### src/rtl/puf_challenge_sequencer_pkg.sv
// Shared types and constants for the arbiter-PUF challenge sequencer.
// Holds the FSM state encoding, the LFSR feedback taps and the seed constants.
package puf_pkg;

    typedef enum logic [2:0] {
        ST_IDLE   = 3'd0,
        ST_ARM    = 3'd1,
        ST_FIRE   = 3'd2,
        ST_SAMPLE = 3'd3,
        ST_RELAX  = 3'd4,
        ST_DONE   = 3'd5
    } state_t;

    // Feedback taps at bits 7, 5, 4 and 3: x^8 + x^6 + x^5 + x^4 + 1, period 255.
    localparam logic [7:0] LFSR_TAPS     = 8'hB8;
    localparam logic [7:0] DEFAULT_SEED  = 8'hA5;
    localparam logic [7:0] ZERO_SEED_SUB = 8'h01;

    function automatic logic [7:0] lfsr_next(input logic [7:0] s);
        return {s[6:0], ^(s & LFSR_TAPS)};
    endfunction

endpackage

### src/rtl/puf_challenge_sequencer_lfsr.sv
// 8-bit Fibonacci LFSR that produces the PUF challenge sequence.
// A zero load value is replaced so the register can never lock up at all-zeros.
module puf_lfsr
    import puf_pkg::*;
#(
    parameter logic [7:0] SEED = DEFAULT_SEED
) (
    input  logic       clk,
    input  logic       rst,
    input  logic       i_load,
    input  logic [7:0] i_seed,
    input  logic       i_step,
    output logic [7:0] o_state
);

    logic [7:0] r_state;

    // LFSR register: reset to SEED, load has priority over step
    always_ff @(posedge clk) begin
        if (rst) begin
            r_state <= SEED;
        end else if (i_load) begin
            r_state <= (i_seed == 8'h00) ? ZERO_SEED_SUB : i_seed;
        end else if (i_step) begin
            r_state <= lfsr_next(r_state);
        end else begin
            r_state <= r_state;
        end
    end

    assign o_state = r_state;

endmodule

### src/rtl/puf_challenge_sequencer.sv
// Drives an arbiter PUF: LFSR challenges, timed launch pulses, synchronised
// response sampling and packing of RESP_W responses into a handshaked word.
module puf_challenge_sequencer
    import puf_pkg::*;
#(
    parameter int         CHAL_W = 8,
    parameter int         RESP_W = 8,
    parameter int         SETTLE = 4,
    parameter logic [7:0] SEED   = DEFAULT_SEED
) (
    input  logic              clk,
    input  logic              rst,
    input  logic              start,
    input  logic              seed_load,
    input  logic [CHAL_W-1:0] seed,
    output logic [CHAL_W-1:0] chal_out,
    output logic              pulse_out,
    input  logic              resp_in,
    output logic [RESP_W-1:0] resp_word,
    output logic              resp_valid,
    input  logic              resp_ready,
    output logic              busy
);

    localparam int CNT_W = 6;
    localparam int TMR_W = (SETTLE > 1) ? $clog2(SETTLE) : 1;

    state_t              r_state;
    state_t              w_state_nxt;
    logic [TMR_W-1:0]    r_tmr;
    logic [CNT_W-1:0]    r_cnt;
    logic [1:0]          r_sync;
    logic [RESP_W-1:0]   r_word;
    logic                r_pulse;
    logic                r_valid;
    logic                r_busy;
    logic                w_tmr_done;
    logic                w_lfsr_load;
    logic                w_lfsr_step;

    assign w_tmr_done = (r_tmr == TMR_W'(SETTLE - 1));

    puf_lfsr #(
        .SEED (SEED)
    ) u_lfsr (
        .clk     (clk),
        .rst     (rst),
        .i_load  (w_lfsr_load),
        .i_seed  (seed),
        .i_step  (w_lfsr_step),
        .o_state (chal_out)
    );

    // State register
    always_ff @(posedge clk) begin
        if (rst) begin
            r_state <= ST_IDLE;
        end else begin
            r_state <= w_state_nxt;
        end
    end

    // Next-state logic plus LFSR load/step strobes
    always_comb begin
        w_state_nxt = r_state;
        w_lfsr_load = 1'b0;
        w_lfsr_step = 1'b0;
        case (r_state)
            ST_IDLE: begin
                if (seed_load) begin
                    w_lfsr_load = 1'b1;
                end else if (start) begin
                    w_state_nxt = ST_ARM;
                end else begin
                    w_state_nxt = ST_IDLE;
                end
            end
            ST_ARM: begin
                if (w_tmr_done) begin
                    w_state_nxt = ST_FIRE;
                end else begin
                    w_state_nxt = ST_ARM;
                end
            end
            ST_FIRE: begin
                if (w_tmr_done) begin
                    w_state_nxt = ST_SAMPLE;
                end else begin
                    w_state_nxt = ST_FIRE;
                end
            end
            ST_SAMPLE: begin
                w_state_nxt = ST_RELAX;
            end
            ST_RELAX: begin
                if (w_tmr_done) begin
                    w_lfsr_step = 1'b1;
                    // r_cnt was already bumped in SAMPLE for this bit
                    if (r_cnt == CNT_W'(RESP_W)) begin
                        w_state_nxt = ST_DONE;
                    end else begin
                        w_state_nxt = ST_ARM;
                    end
                end else begin
                    w_state_nxt = ST_RELAX;
                end
            end
            ST_DONE: begin
                if (resp_ready) begin
                    w_state_nxt = ST_IDLE;
                end else begin
                    w_state_nxt = ST_DONE;
                end
            end
            default: begin
                w_state_nxt = ST_IDLE;
            end
        endcase
    end

    // Phase timer: restarts on every state change, idle outside timed phases
    always_ff @(posedge clk) begin
        if (rst) begin
            r_tmr <= '0;
        end else if (w_state_nxt != r_state) begin
            r_tmr <= '0;
        end else if ((r_state == ST_ARM) || (r_state == ST_FIRE) || (r_state == ST_RELAX)) begin
            r_tmr <= r_tmr + TMR_W'(1);
        end else begin
            r_tmr <= '0;
        end
    end

    // Synchroniser, response packer, bit counter and registered outputs
    always_ff @(posedge clk) begin
        if (rst) begin
            r_sync  <= 2'b00;
            r_word  <= '0;
            r_cnt   <= '0;
            r_pulse <= 1'b0;
            r_valid <= 1'b0;
            r_busy  <= 1'b0;
        end else begin
            r_sync <= {r_sync[0], resp_in};
            case (r_state)
                ST_IDLE: begin
                    r_word <= '0;
                    r_cnt  <= '0;
                end
                ST_SAMPLE: begin
                    r_word <= {r_word[RESP_W-2:0], r_sync[1]};
                    r_cnt  <= r_cnt + CNT_W'(1);
                end
                default: begin
                    r_word <= r_word;
                    r_cnt  <= r_cnt;
                end
            endcase
            // Outputs decoded from the upcoming state so they align with it
            r_pulse <= (w_state_nxt == ST_FIRE) || (w_state_nxt == ST_SAMPLE);
            r_valid <= (w_state_nxt == ST_DONE);
            r_busy  <= (w_state_nxt != ST_IDLE);
        end
    end

    assign pulse_out  = r_pulse;
    assign resp_word  = r_word;
    assign resp_valid = r_valid;
    assign busy       = r_busy;

endmodule

### config.mk
export PLATFORM = sky130hd
export DESIGN_NAME = puf_challenge_sequencer
export DESIGN_NICKNAME = d
export VERILOG_FILES = /design/src/rtl/puf_challenge_sequencer_pkg.sv /design/src/rtl/puf_challenge_sequencer_lfsr.sv /design/src/rtl/puf_challenge_sequencer.sv
export SDC_FILE = /design/constraint.sdc
export NUM_CORES = 1
export LEC_CHECK = 0
export BUFFER_PORTS_ARGS = -buffer_cell sky130_fd_sc_hd__buf_4
export CAP_MARGIN = 20
export CORE_MARGIN = 2
export CORE_UTILIZATION = 30
export CTS_CLUSTER_DIAMETER = 100
export DETAILED_ROUTE_END_ITERATION = 6
export MAX_ROUTING_LAYER = met4
export PLACE_DENSITY = 0.57
export SLEW_MARGIN = 20
export SYNTH_ARGS = -nofsm -noshare
export SYNTH_HDL_FRONTEND = slang
export SYNTH_SLANG_ARGS = --single-unit
### constraint.sdc
create_clock -name clk -period 3.2 [get_ports clk]
set_clock_uncertainty 0.15 [all_clocks]
set_input_delay 0.32 -clock clk [delete_from_list [all_inputs] [get_ports clk]]
set_output_delay 0.32 -clock clk [all_outputs]
set_load 0.005 [all_outputs]
# Word-level counts from Yosys, hierarchy flattened
# Index checks and enable logic that the tools add are counted.
# op_classes
add_sub_neg	2
n_eq_ne	11
mux	17
bitwise_logic	1
n_reduce_logical	10
# ops
op	count
two-way mux 8 bit	3
case mux 3 bit (6 select lines)	1
case mux 8 bit (2 select lines)	1
equality test 3 x 2 -> 1 bit, second input constant	4
two-way mux 3 bit	4
case mux 6 bit (2 select lines)	1
equality test 3 bit, second input constant	3
zero test 8 bit	1
XOR reduction 8 bit	1
adder 6 x 1 -> 6 bit, second input constant	1
equality test 6 x 4 -> 1 bit, second input constant	1
two-way mux 1 bit	6
nonzero test 2 bit	2
equality test 3 x 1 -> 1 bit, second input constant	1
zero test 3 bit	1
logical OR 1 bit	3
!= test 3 bit	1
nonzero test 3 bit	1
OR reduction 3 bit	1
adder 2 x 1 -> 2 bit, second input constant	1
equality test 2 bit, second input constant	1
two-way mux 2 bit	1
inverter 1 bit	1
# word_totals
regBits	32
out_inout_bits	19

# Longest topological paths before layout
# Gate-level depths: netlist of run 1.
# logic_depth
word_depth	6
mapped_depth	6
mapped_depth_nobuf	6

# Hierarchy
# From an unflattened synthesis of run 1, not the netlist that was laid out.
# hier_totals
hier_cells	183
hier_area_um2	1664.1
# modules_own_cells
module	n_inst	cells_each	area_per_inst_um2	seq_area_each_um2
puf_challenge_sequencer	1	139	1203.7	480.5
puf_lfsr	1	44	460.4	160.2

# Worst setup path before layout of run 1
# No wires, ideal clock.
# synth_path
path_kind	register to register
startpoint	register r_state[0]
endpoint	register u_lfsr.r_state[2] (netlist: u_lfsr.o_state[2])
setup_ns	0.120
t_arrival_ns	1.413
required_ns	2.930
path_slack_ns	1.517
path_stages_with_launch	6
n_path_buf	1
path_cell_list	dfxtp_1 > buf_6 > nor4b_4 > mux2i_1 > nor2_1 > a211o_1
# synth_via
elab_chain_len	3
# synth_lines
item	line_no	rtl
from (decl)	puf_challenge_sequencer.sv:28	state_t r_state;
from (signal assigned)	puf_challenge_sequencer.sv:59	r_state <= w_state_nxt;
equality test 3 bit or zero test 3 bit (tied branches)	puf_challenge_sequencer.sv:68	case (r_state)
two-way mux 1 bit	puf_challenge_sequencer.sv:68	
nonzero test 2 bit (no source line) or two-way mux 8 bit (tied branches)	-	
to (signal assigned)	puf_challenge_sequencer_lfsr.sv:23	r_state <= (i_seed == 8'h00) ? ZERO_SEED_SUB : i_seed;
to (signal assigned)	puf_challenge_sequencer_lfsr.sv:25	r_state <= lfsr_next(r_state);
to (signal assigned)	puf_challenge_sequencer_lfsr.sv:27	r_state <= r_state;
to (decl)	puf_challenge_sequencer_lfsr.sv:16	logic [7:0] r_state;
# Several ways; a longest one is shown, not always the timed one.
# A chain may end at the register's enable or synchronous reset.

# Final worst setup path of run 1
# Ends and elaborated chain as after synthesis.

==> results of run 1 <==
## report_power, final
group          total, mW  switching, mW  leakage (nW)  internal [mW]
Combinational     0.0934         0.0413         0.445         0.0520
Sequential         0.430         0.0187         0.261          0.412
Clock              0.334          0.143        0.0503          0.191
## area by class of cell
| class | instances | area [µm²] |
|---|---|---|
| Multi-Input combinational cell | 132 | 882 |
| Clock buffer | 7 | 96.3 |
| Fill cell | 559 | 3180 |
| Sequential cell | 32 | 641 |
| Timing Repair Buffer | 32 | 240 |
| Inverter | 3 | 11.3 |
| Tap cell | 70 | 87.6 |
## layer usage
layer / GRT usage (%) / share of wire [%] / wire, µm / up-vias
met4: 4.29 / 0.98 / 36 / 0
met5: - / 0 / 0 / -
met3: 3.41 / 4.8 / 176 / 4
li1: - / - / - / 718
met1: 18.3 / 51 / 1880 / 650
met2: 17.8 / 43 / 1570 / 35
## worst paths after layout
kind / cells after the start / slack [ns] / from / end
min: 2 / 0.11 / resp_in / r_sync[0]
min reg2reg: 1 / 0.29 / r_sync[0] / r_sync[1]
max: 4 / 0.94 / r_state[0] / u_lfsr.o_state[2]
max reg2reg: 4 / 0.94 / r_state[0] / u_lfsr.o_state[2]
## cells in the final DEF (no fill, tap or decap), types with 2 or more instances in the layout
| cell | count |
|---|---|
| inv_1 | 3 |
| nand2_1 | 8 |
| or3_1 | 3 |
| a211oi_1 | 2 |
| a22oi_1 | 13 |
| mux2i_1 | 4 |
| a311oi_1 | 2 |
| nor2_1 | 16 |
| o21ai_0 | 7 |
| a211o_1 | 2 |
| nor2b_1 | 11 |
| xnor2_1 | 3 |
| o211ai_1 | 2 |
| nand3_1 | 2 |
| dfxtp_1 | 32 |
| nor3_1 | 4 |
| clkbuf_8 | 7 |
| nand2b_1 | 2 |
| mux2_2 | 3 |
| nand4_1 | 3 |
| buf_4 | 32 |
| a22o_1 | 10 |
| ha_1 | 3 |
| a21oi_1 | 16 |
## through the flow
stage               setup slack, ns  hold WS, ns  utilization, %  area, µm²  std cells
global placement               1.02        0.267            36.2       1860        269
floorplan                      1.52        0.247               -       1610        181
finish                        0.937        0.108            38.1       1960        276
CTS                           0.978        0.106            38.1       1960        276
detailed placement            0.987        0.276            36.2       1860        269
global route                  0.708        0.151            38.1       1960        276
## registers in the layout, indices dropped and copies added (netlist names)
| name | count |
|---|---|
| r_state | 3 |
| resp_word | 8 |
| u_lfsr.o_state | 8 |
| busy | 1 |
| resp_valid | 1 |
| r_cnt | 6 |
| r_tmr | 2 |
| pulse_out | 1 |
| r_sync | 2 |
## logic make-up after synthesis
kind of cell	after synthesis
AO/OA/AOI/OAI	61
AND/OR/NAND/NOR	58
flip-flops	32
buffers and inverters	17
multiplexers	7
XOR/XNOR	3
adder cells (fa/ha/maj)	3
## critical path, stage by stage (launching register included)
cell	delay (ns)
dfxtp_1	0.95
nor2_1	0.37
nand2_1	0.33
nor2_1	0.09
a211o_1	0.26
==> impl_results.md, run 1 <==
- Status: finished, final reports clean
- First-pass GRT wire length: 6.13 mm
- FF+latch count, synth: 32
- # rows: 26
- Endpoints failing hold: 0
- Worst-skew pair later-pin latency: 0.28 ns
- Total Wirelength: about 3.7 mm
- Multiplexer share of the synthesized area: between 4 and 5%
- Syn_nets: 198
- Via count: 1407
- Top-count cell post-synth: dfxtp_1
- Routed Antenna Nets: 0
- Share of the synthesized area in the top cell type: 39.9%
- CTS root buffer: clkbuf_8
- Setup bufs post-CTS: 0
- HP Class: primary input to flop
- Sequential-to-total area share from yosys stat: 39.9%
- Initial antenna violation count: 0
- Pleak: 0.756 nW
- Req. time, crit path: ~3.2 ns
- Gpl congestion: 0.779
- Mapped Avg Cell Area: slightly below 9 µm²
- Worst-path clk slew: about 0.060 ns
- Core area: 5140 µm²
- Post-Syn Area: between 1500 and 2000 µm²
- Relative slew slack: 36.4%
- Cts hold-fix bufs: 0
- Wire per inst: 13.3 µm
- Adder-cell share of the synthesized area: approximately 2.3%
- Die area: 5960 µm²
- Largest family of logic cells by synthesized area: compound AO/OA/AOI/OAI gates
- Starting Density: 31.3%
- Pwr Density: 438 nW/µm²
- Area growth syn-to-layout: 21.9%
- Post-DP HPWL: about 2.4 mm
- Die X: 77.2 µm
- Max cap viols: 0
- Post-synth ARST share: 0%
- # diodes: 0
- Tot GR Track Use: 12.9%
- Total power: 0.858 mW
- Post-Syn Instances: 181
- Achievable Freq: 442 MHz
- # clock sinks: 32
- I/O pin count: 33
- Largest net degree at the start of global routing: 32
- Share of layout cells above drive strength 1: a little over a fifth
- Slew Limit Fails: 0
- Fin Setup TNS: 0 ns
- Grt ovf: 0
- Post_cts resized: 0
- Syn. warnings: 0
- IO Port Bufs: 32
- H-tree Lvls: 2
- DRC violations left: 0
- CTS max path bufs: 2
- CP Class: flop to flop
- Die Y: 77.2 µm
- Critical path peak fanout: 28
- Fin nets: 223
- Final Setup Violations: 0
- CTS Buf Count: 5
- Startpoint types: flop
- Post-Synth XOR/XNOR Area: 1.64%
- Synth cell types: 42
- Compound-cell area share of the yosys netlist: a little over a quarter
- Worst-Margin Slew: between 0.9 and 1 ns
- CTS tree: yes
- Peak VDD IR: 0.236 mV
- Post-synth EDFFs: 0
- Via/cell ratio: 5.10
- Part of the cycle the worst path needs: between 70 and 80%
- Largest area contributor in the netlist: dfxtp_1
- WP data arrival: 2.28 ns
- CP Capture Type: flop
- Pre-antenna DRT Iters: 4
- Vias in the first global route: ~1300
- Detailed Route Iter0 Violations: between 90 and 100
- RSZ-0062 raised after global routing: false
- Synth cell count leaders: dfxtp_1 (32), a21oi_1 (16), nor2_1 (16), a22oi_1 (13), nor2b_1 (11)
- Top_reg_cell synth: dfxtp_1
- Top cells by area, synth: dfxtp_1 (40%), a22oi_1 (6.1%), a22o_1 (5.5%), a21oi_1 (5.0%), nor2b_1 (4.3%)
- Fraction of the mapped netlist area in simple logic gates: 20.3%
- Final min period: 2.26 ns
Note: power is estimated with default switching activity, not from simulation.
==> inputs of run 2 (changes only) <==
--- a/config.mk
+++ b/config.mk
@@ -5,6 +5,7 @@
 export SDC_FILE = /design/constraint.sdc
 export NUM_CORES = 1
 export LEC_CHECK = 0
+export ABC_AREA = 1
 export BUFFER_PORTS_ARGS = -buffer_cell sky130_fd_sc_hd__buf_4
 export CAP_MARGIN = 20
 export CORE_MARGIN = 2
@@ -12,7 +13,7 @@
 export CTS_CLUSTER_DIAMETER = 100
 export DETAILED_ROUTE_END_ITERATION = 6
 export MAX_ROUTING_LAYER = met4
-export PLACE_DENSITY = 0.57
+export PLACE_DENSITY = 0.59
 export SLEW_MARGIN = 20
 export SYNTH_ARGS = -nofsm -noshare
 export SYNTH_HDL_FRONTEND = slang
==> constraint.sdc (replaced) <==
create_clock -name clk -period 1.85 [get_ports clk]
set_clock_uncertainty 0.15 [all_clocks]
set_input_delay 0.185 -clock clk [delete_from_list [all_inputs] [get_ports clk]]
set_output_delay 0.185 -clock clk [all_outputs]
set_load 0.005 [all_outputs]
==> run 2 against run 1 <==
Non-clock buffer count increased by 4. Flip-flop and latch count unchanged. Utilization increased by 2.3 points. Via count increased by 1.5%. Register-to-register slack got worse by 0.69 ns. Synthesized cell count increased by 15%. Global-route usage increased by 0.22 points. Clock power increased by 71%. Critical path type unchanged. Critical endpoint is now r_tmr[1].
==> impl_results.md, run 2 <==
- Post-synth ARST share: 0%
- WP data arrival: around 1.6 ns
- Startpoint types: flop
- Wire per inst: 10.6 µm
- Grt ovf: 0
- Design area: 1930 µm²
- Vias in the first global route: 1240
- Cts hold-fix bufs: 1
- Area post-placement: 1830 µm²
- Crit-path leading delay family: simple AND/OR/NAND/NOR gates
- H-tree Lvls: 2
- Detailed Route Iter0 Violations: 82
- Critical path peak fanout: 10
- Status: finished, final reports clean
- CP Class: flop to flop
- # clock sinks: 32
- Initial antenna violation count: 0
- Via/cell ratio: 4.59
- # diodes: 0
- Met3 Track Usage GR: 4.15%
- Die Y: around 75 µm
- Post_cts resized: 0
- Pleak: between 0.8 and 0.9 nW
- Final min period: 1.61 ns
- Share of layout cells above drive strength 1: 22.1%
- Share of the synthesized area in the top cell type: 42.2%
- Largest net degree at the start of global routing: 18
- Largest area contributor in the netlist: dfxtp_1
- Worst Path Buf+Inv: 1
- Tot GR Track Use: between 10% and 20%
- Max cap viols: 0
- Post-DP HPWL: 2.38 mm
- I/O pin count: 33
- DRC violations left: 0
- HP Class: primary input to flop
- Placed insts: 303
- Top_reg_cell synth: dfxtp_1
- Cell with the largest stage delay on the worst path: dfxtp_1
- Hold WS: 0.0178 ns
- Synth cell types: 29
- Post-Syn Instances: 208
- Fin Setup TNS: 0 ns
- FF+latch count, synth: 32
- # rows: 25
- Post-synth EDFFs: 0
- Top-count cell post-synth: nand2_1
- Sequential-to-total area share from yosys stat: 42.2%
- CTS tree: yes
- Largest stage delay, worst path: between 0.5 and 0.6 ns
- Top cells by area, synth: dfxtp_1 (42%), nand2_1 (13%), nand3_1 (7.3%), a21oi_1 (5.6%), inv_1 (5.0%)
- Via count: 1428
- Worst-path clk slew: around 0.060 ns
- Post-Syn Area: ~1500 µm²
- Part of the cycle the worst path needs: 86.8%
- Syn. warnings: 0
- Commonest non-fill, non-tap cell in the layout: nand2_1
- GRT met1 Usage: 16.9%
- RSZ-0062 raised after global routing: false
- Most frequent cells in the layout: nand2_1 (53), buf_4 (35), dfxtp_1 (32)
- Fin nets: 261
- Die area: 5640 µm²
- First-pass GRT wire length: roughly 5.4 mm
- Slew Limit Fails: 0
- Critical path cell sequence: inv_1 > nor2_1 > nand2_1 > nand2_1 > nor2_2 > nand2_1 > nand2_1 > nand2_1 > nor3_1
- Gpl congestion: approximately 0.86
- Final Setup Violations: 0
- Setup bufs post-CTS: 0
- CP Capture Type: flop
- Peak VDD IR: about 0.28 mV
- CTS Buf Count: 5
- Total Wirelength: 3.30 mm
- CTS max path bufs: 2
- Area growth syn-to-layout: 27.4%
- Starting Density: approximately a third
- Relative slew slack: between 70% and 80%
- Fin cells: slightly above 300
- Die X: 75.1 µm
- Core area: roughly 4800 µm²
- Pre-antenna DRT Iters: 4
- Routed Antenna Nets: 0
- Top cell by count, worst path: nand2_1
- Met2 Usage GRT: 19.4%
- Req. time, crit path: 1.87 ns
- CTS root buffer: clkbuf_8
- GRT busiest layer: met2
- Worst-skew pair later-pin latency: 0.28 ns
- Pwr Density: 783 nW/µm²
- Mapped Avg Cell Area: ~7.3 µm²
- Synth cell count leaders: nand2_1 (53), dfxtp_1 (32), nand3_1 (22), inv_1 (20), a21oi_1 (17)
- IO Port Bufs: 32
- Endpoints failing hold: 0
- Worst-Margin Slew: 0.403 ns
- Achievable Freq: just over 600 MHz
- Syn_nets: 225
[run 2: cell count changes in the layout (fill, tap and decap cells not counted), moves of 4 or more]
cell / previous run / this run
a22o_1: 10 / 0
a22oi_1: 13 / 0
inv_1: 3 / 20
mux2i_1: 4 / 0
nand2_1: 8 / 53
nand3_1: 2 / 22
nor2b_1: 11 / 0
[run 2: cell families after synthesis]
logic type	share of synthesized area, %
buf+inv	9.16
simple gates	33.6
xor+xnor	1.73
fa+ha+maj	2.48
compound gates	10.8
flops	42.2
[run 2: layout make-up]
cell class	count	area, µm²
multi-input combinational	144	737
inverter	25	101
tap	67	83.8
sequential	32	641
fill	509	2850
timing repair buffer	36	273
clock buffer	7	96.3
[run 2: worst paths after layout]
check | end | cells past startpoint | slack (ns) | startpoint
worst max-delay path | r_tmr[1] | 9 | 0.24 | r_state[0]
worst min-delay path | u_lfsr.o_state[5] | 3 | 0.02 | seed[5]
worst max register to register | r_tmr[1] | 9 | 0.24 | r_state[0]
worst min register to register | r_sync[1] | 2 | 0.26 | r_sync[0]
[run 2: power by group]
group          switching, mW  total, mW  internal [mW]
sequential            0.0248      0.739          0.715
combinational          0.109      0.203         0.0941
clock                  0.239      0.570          0.331
total                  0.372       1.51           1.14
[run 2: metrics by stage]
step / util (%) / total power [mW] / setup WS (ns)
after floorplan: - / 0.878 / 0.424
after global placement: 38.1 / 0.956 / 0.273
after detailed placement: 38.1 / 0.956 / 0.268
after CTS: 40.4 / 1.54 / 0.253
after global routing: 40.4 / 1.60 / 0.0311
final: 40.4 / 1.51 / 0.244
[run 2: layer usage]
metal	routed length [µm]	share of wire, %
met5	0	0
met1	1630	50
met3	191	5.8
met2	1420	43
met4	52	1.6
[run 2: worst register-to-register path, cell delays in order (launching register included)]
cell and delay [ns]:
dfxtp_1 0.56, inv_1 0.14, nor2_1 0.13, nand2_1 0.10, nand2_1 0.09, nor2_2 0.05
nand2_1 0.08, nand2_1 0.06, nand2_1 0.09, nor3_1 0.05
==> inputs of run 3 (changes only) <==
--- a/config.mk
+++ b/config.mk
@@ -6,14 +6,14 @@
 export NUM_CORES = 1
 export LEC_CHECK = 0
 export ABC_AREA = 1
-export BUFFER_PORTS_ARGS = -buffer_cell sky130_fd_sc_hd__buf_4
 export CAP_MARGIN = 20
 export CORE_MARGIN = 2
 export CORE_UTILIZATION = 30
 export CTS_CLUSTER_DIAMETER = 100
 export DETAILED_ROUTE_END_ITERATION = 6
+export DONT_BUFFER_PORTS = 1
 export MAX_ROUTING_LAYER = met4
-export PLACE_DENSITY = 0.59
+export PLACE_DENSITY = 0.53
 export SLEW_MARGIN = 20
 export SYNTH_ARGS = -nofsm -noshare
 export SYNTH_HDL_FRONTEND = slang
==> run 3 against run 2 <==
Maximum frequency is 2.0% higher. Critical endpoint is now r_cnt[3]. Largest power group unchanged. Clock power increased by 15%. Critical path type unchanged. Sequential power rose by 0.5%.
==> impl_results.md, run 3 (same netlist as run 2, synthesis figures left out) <==
- Status: finished, final reports clean
- Design area: 1780 µm²
- Setup crit start: r_state[0]
- CP Capture Type: flop
- Net Sw Frac: approximately 25%
- Pwr Density: a little under 900 nW/µm²
- Final Setup Violations: 0
- Req. time, crit path: 1.84 ns
- Part of the cycle the worst path needs: 85.2%
- CP Class: flop to flop
- Die area: 5640 µm²
- Commonest non-fill, non-tap cell in the layout: nand2_1
- Largest stage delay, worst path: 0.56 ns
- Critical path peak fanout: 14
- Worst-Margin Slew: 0.610 ns
- Worst Path Buf+Inv: 1
- Die X: 75.1 µm
- H-tree Lvls: 2
- CTS root buffer: clkbuf_8
- Worst-path clk slew: 0.07 ns
- Crit-path leading delay family: flip-flops
- Area post-placement: 1580 µm²
- Pre-antenna DRT Iters: 4
- Area growth syn-to-layout: 17.3%
- # diodes: 0
- Most frequent cells in the layout: nand2_1 (53), dfxtp_1 (32), nand3_1 (22)
- Crit path capture: r_cnt[3]
- First-pass GRT wire length: 5.46 mm
- Post_cts resized: 0
- Worst reg2reg endpoint: r_cnt[3]
- Critical R2R Launch: r_state[0]
- # rows: 25
- WP data arrival: around 1.6 ns
- Cell with the largest stage delay on the worst path: dfxtp_1
- Via/cell ratio: 4.68
- Total Wirelength: 3.31 mm
- Fin cells: 287
- Critical path cell sequence: nand2_1 > nor2_2 > buf_4 > nand4_1 > a21oi_1 > a211oi_1
- Fin Setup TNS: 0 ns
- Final core utilization: 37.2%
- CTS Buf Count: 5
- Reg2Reg Depth: 6
- Grt ovf: 0
- Startpoint types: flop
- Achievable Freq: around 630 MHz
- Hold WS: 0.0107 ns
- Max cap viols: 0
- Wire per inst: 11.5 µm
- Core area: 4790 µm²
- Final min period: 1.58 ns
- R2R Setup Slk: 0.27 ns
- Detailed Route Iter0 Violations: 50
- Relative slew slack: 59.2%
- Fin nets: 236
- Tot GR Track Use: a little over an eighth
- Switch Pwr: approximately 0.38 mW
- Gpl congestion: about 0.78
- Cts hold-fix bufs: 9
- # clock sinks: 32
- Share of layout cells above drive strength 1: 10.0%
- Filler instances: 524
- Vias in the first global route: 1268
- CTS max path bufs: 2
- Via count: roughly 1300
- Placed insts: 270
- Worst-skew pair later-pin latency: 0.28 ns
- Critical path depth: 6
- Setup bufs post-CTS: 0
- RSZ-0062 raised after global routing: false
- Comb pwr share: 10.4%
- I/O pin count: 33
- Initial antenna violation count: 0
- Endpoints failing hold: 0
- DRC violations left: 0
- Clock share of power: 42.0%
- Starting Density: 31.7%
- Die Y: 75.1 µm
- CTS tree: yes
- IO Port Bufs: 0
- Pleak: 0.727 nW
- Routed Antenna Nets: 0
- Post-DP HPWL: approximately 2.3 mm
- Peak VDD IR: ~0.38 mV
- P_int: 1.18 mW
- HP Class: primary input to flop
- Slew Limit Fails: 0
- Largest net degree at the start of global routing: 17
- Sequential power share: 47.5%
[run 3: how the worst min path moves through the flow]
stage	startpoint	to	depth (start not counted)
after floorplan	resp_in	r_sync[0]	2
after global placement	rst	resp_word[7]	1
after detailed placement	rst	u_lfsr.o_state[1]	1
after CTS	seed[3]	u_lfsr.o_state[3]	2
after global routing	seed[3]	u_lfsr.o_state[3]	2
final	seed[3]	u_lfsr.o_state[3]	2
[run 3: per-layer routing]
layer  GRT usage, %  wire length [µm]  up-vias
met3           3.48               206        7
li1               -                 -      697
met5              -                 0        -
met2           21.7              1550       35
met1           14.6              1500      603
met4           5.95                54        0
[run 3: area by class of cell]
class	instances	area, µm²	area share (%)
Inverter	25	101	5.70
Multi-Input combinational cell	144	737	41.4
Timing Repair Buffer	11	105	5.91
Clock inverter	3	42.5	2.39
Clock buffer	5	68.8	3.87
Tap cell	67	83.8	4.71
Sequential cell	32	641	36.0
[run 3: through the flow]
step	total power [mW]	setup WS (ns)
4_1_cts	1.59	0.267
3_5_place_dp	0.902	0.282
2_1_floorplan	0.878	0.424
5_1_grt	1.64	0.0796
6_report	1.56	0.275
3_3_place_gp	0.901	0.286
[run 3: power groups by stage]
stage / Clock, mW / Combinational (mW) / Sequential, mW
global route: 0.706 / 0.184 / 0.748
finish: 0.657 / 0.163 / 0.743
floorplan: 0 / 0.132 / 0.746
detailed placement: 0 / 0.143 / 0.759
global placement: 0 / 0.142 / 0.759
CTS: 0.687 / 0.164 / 0.743
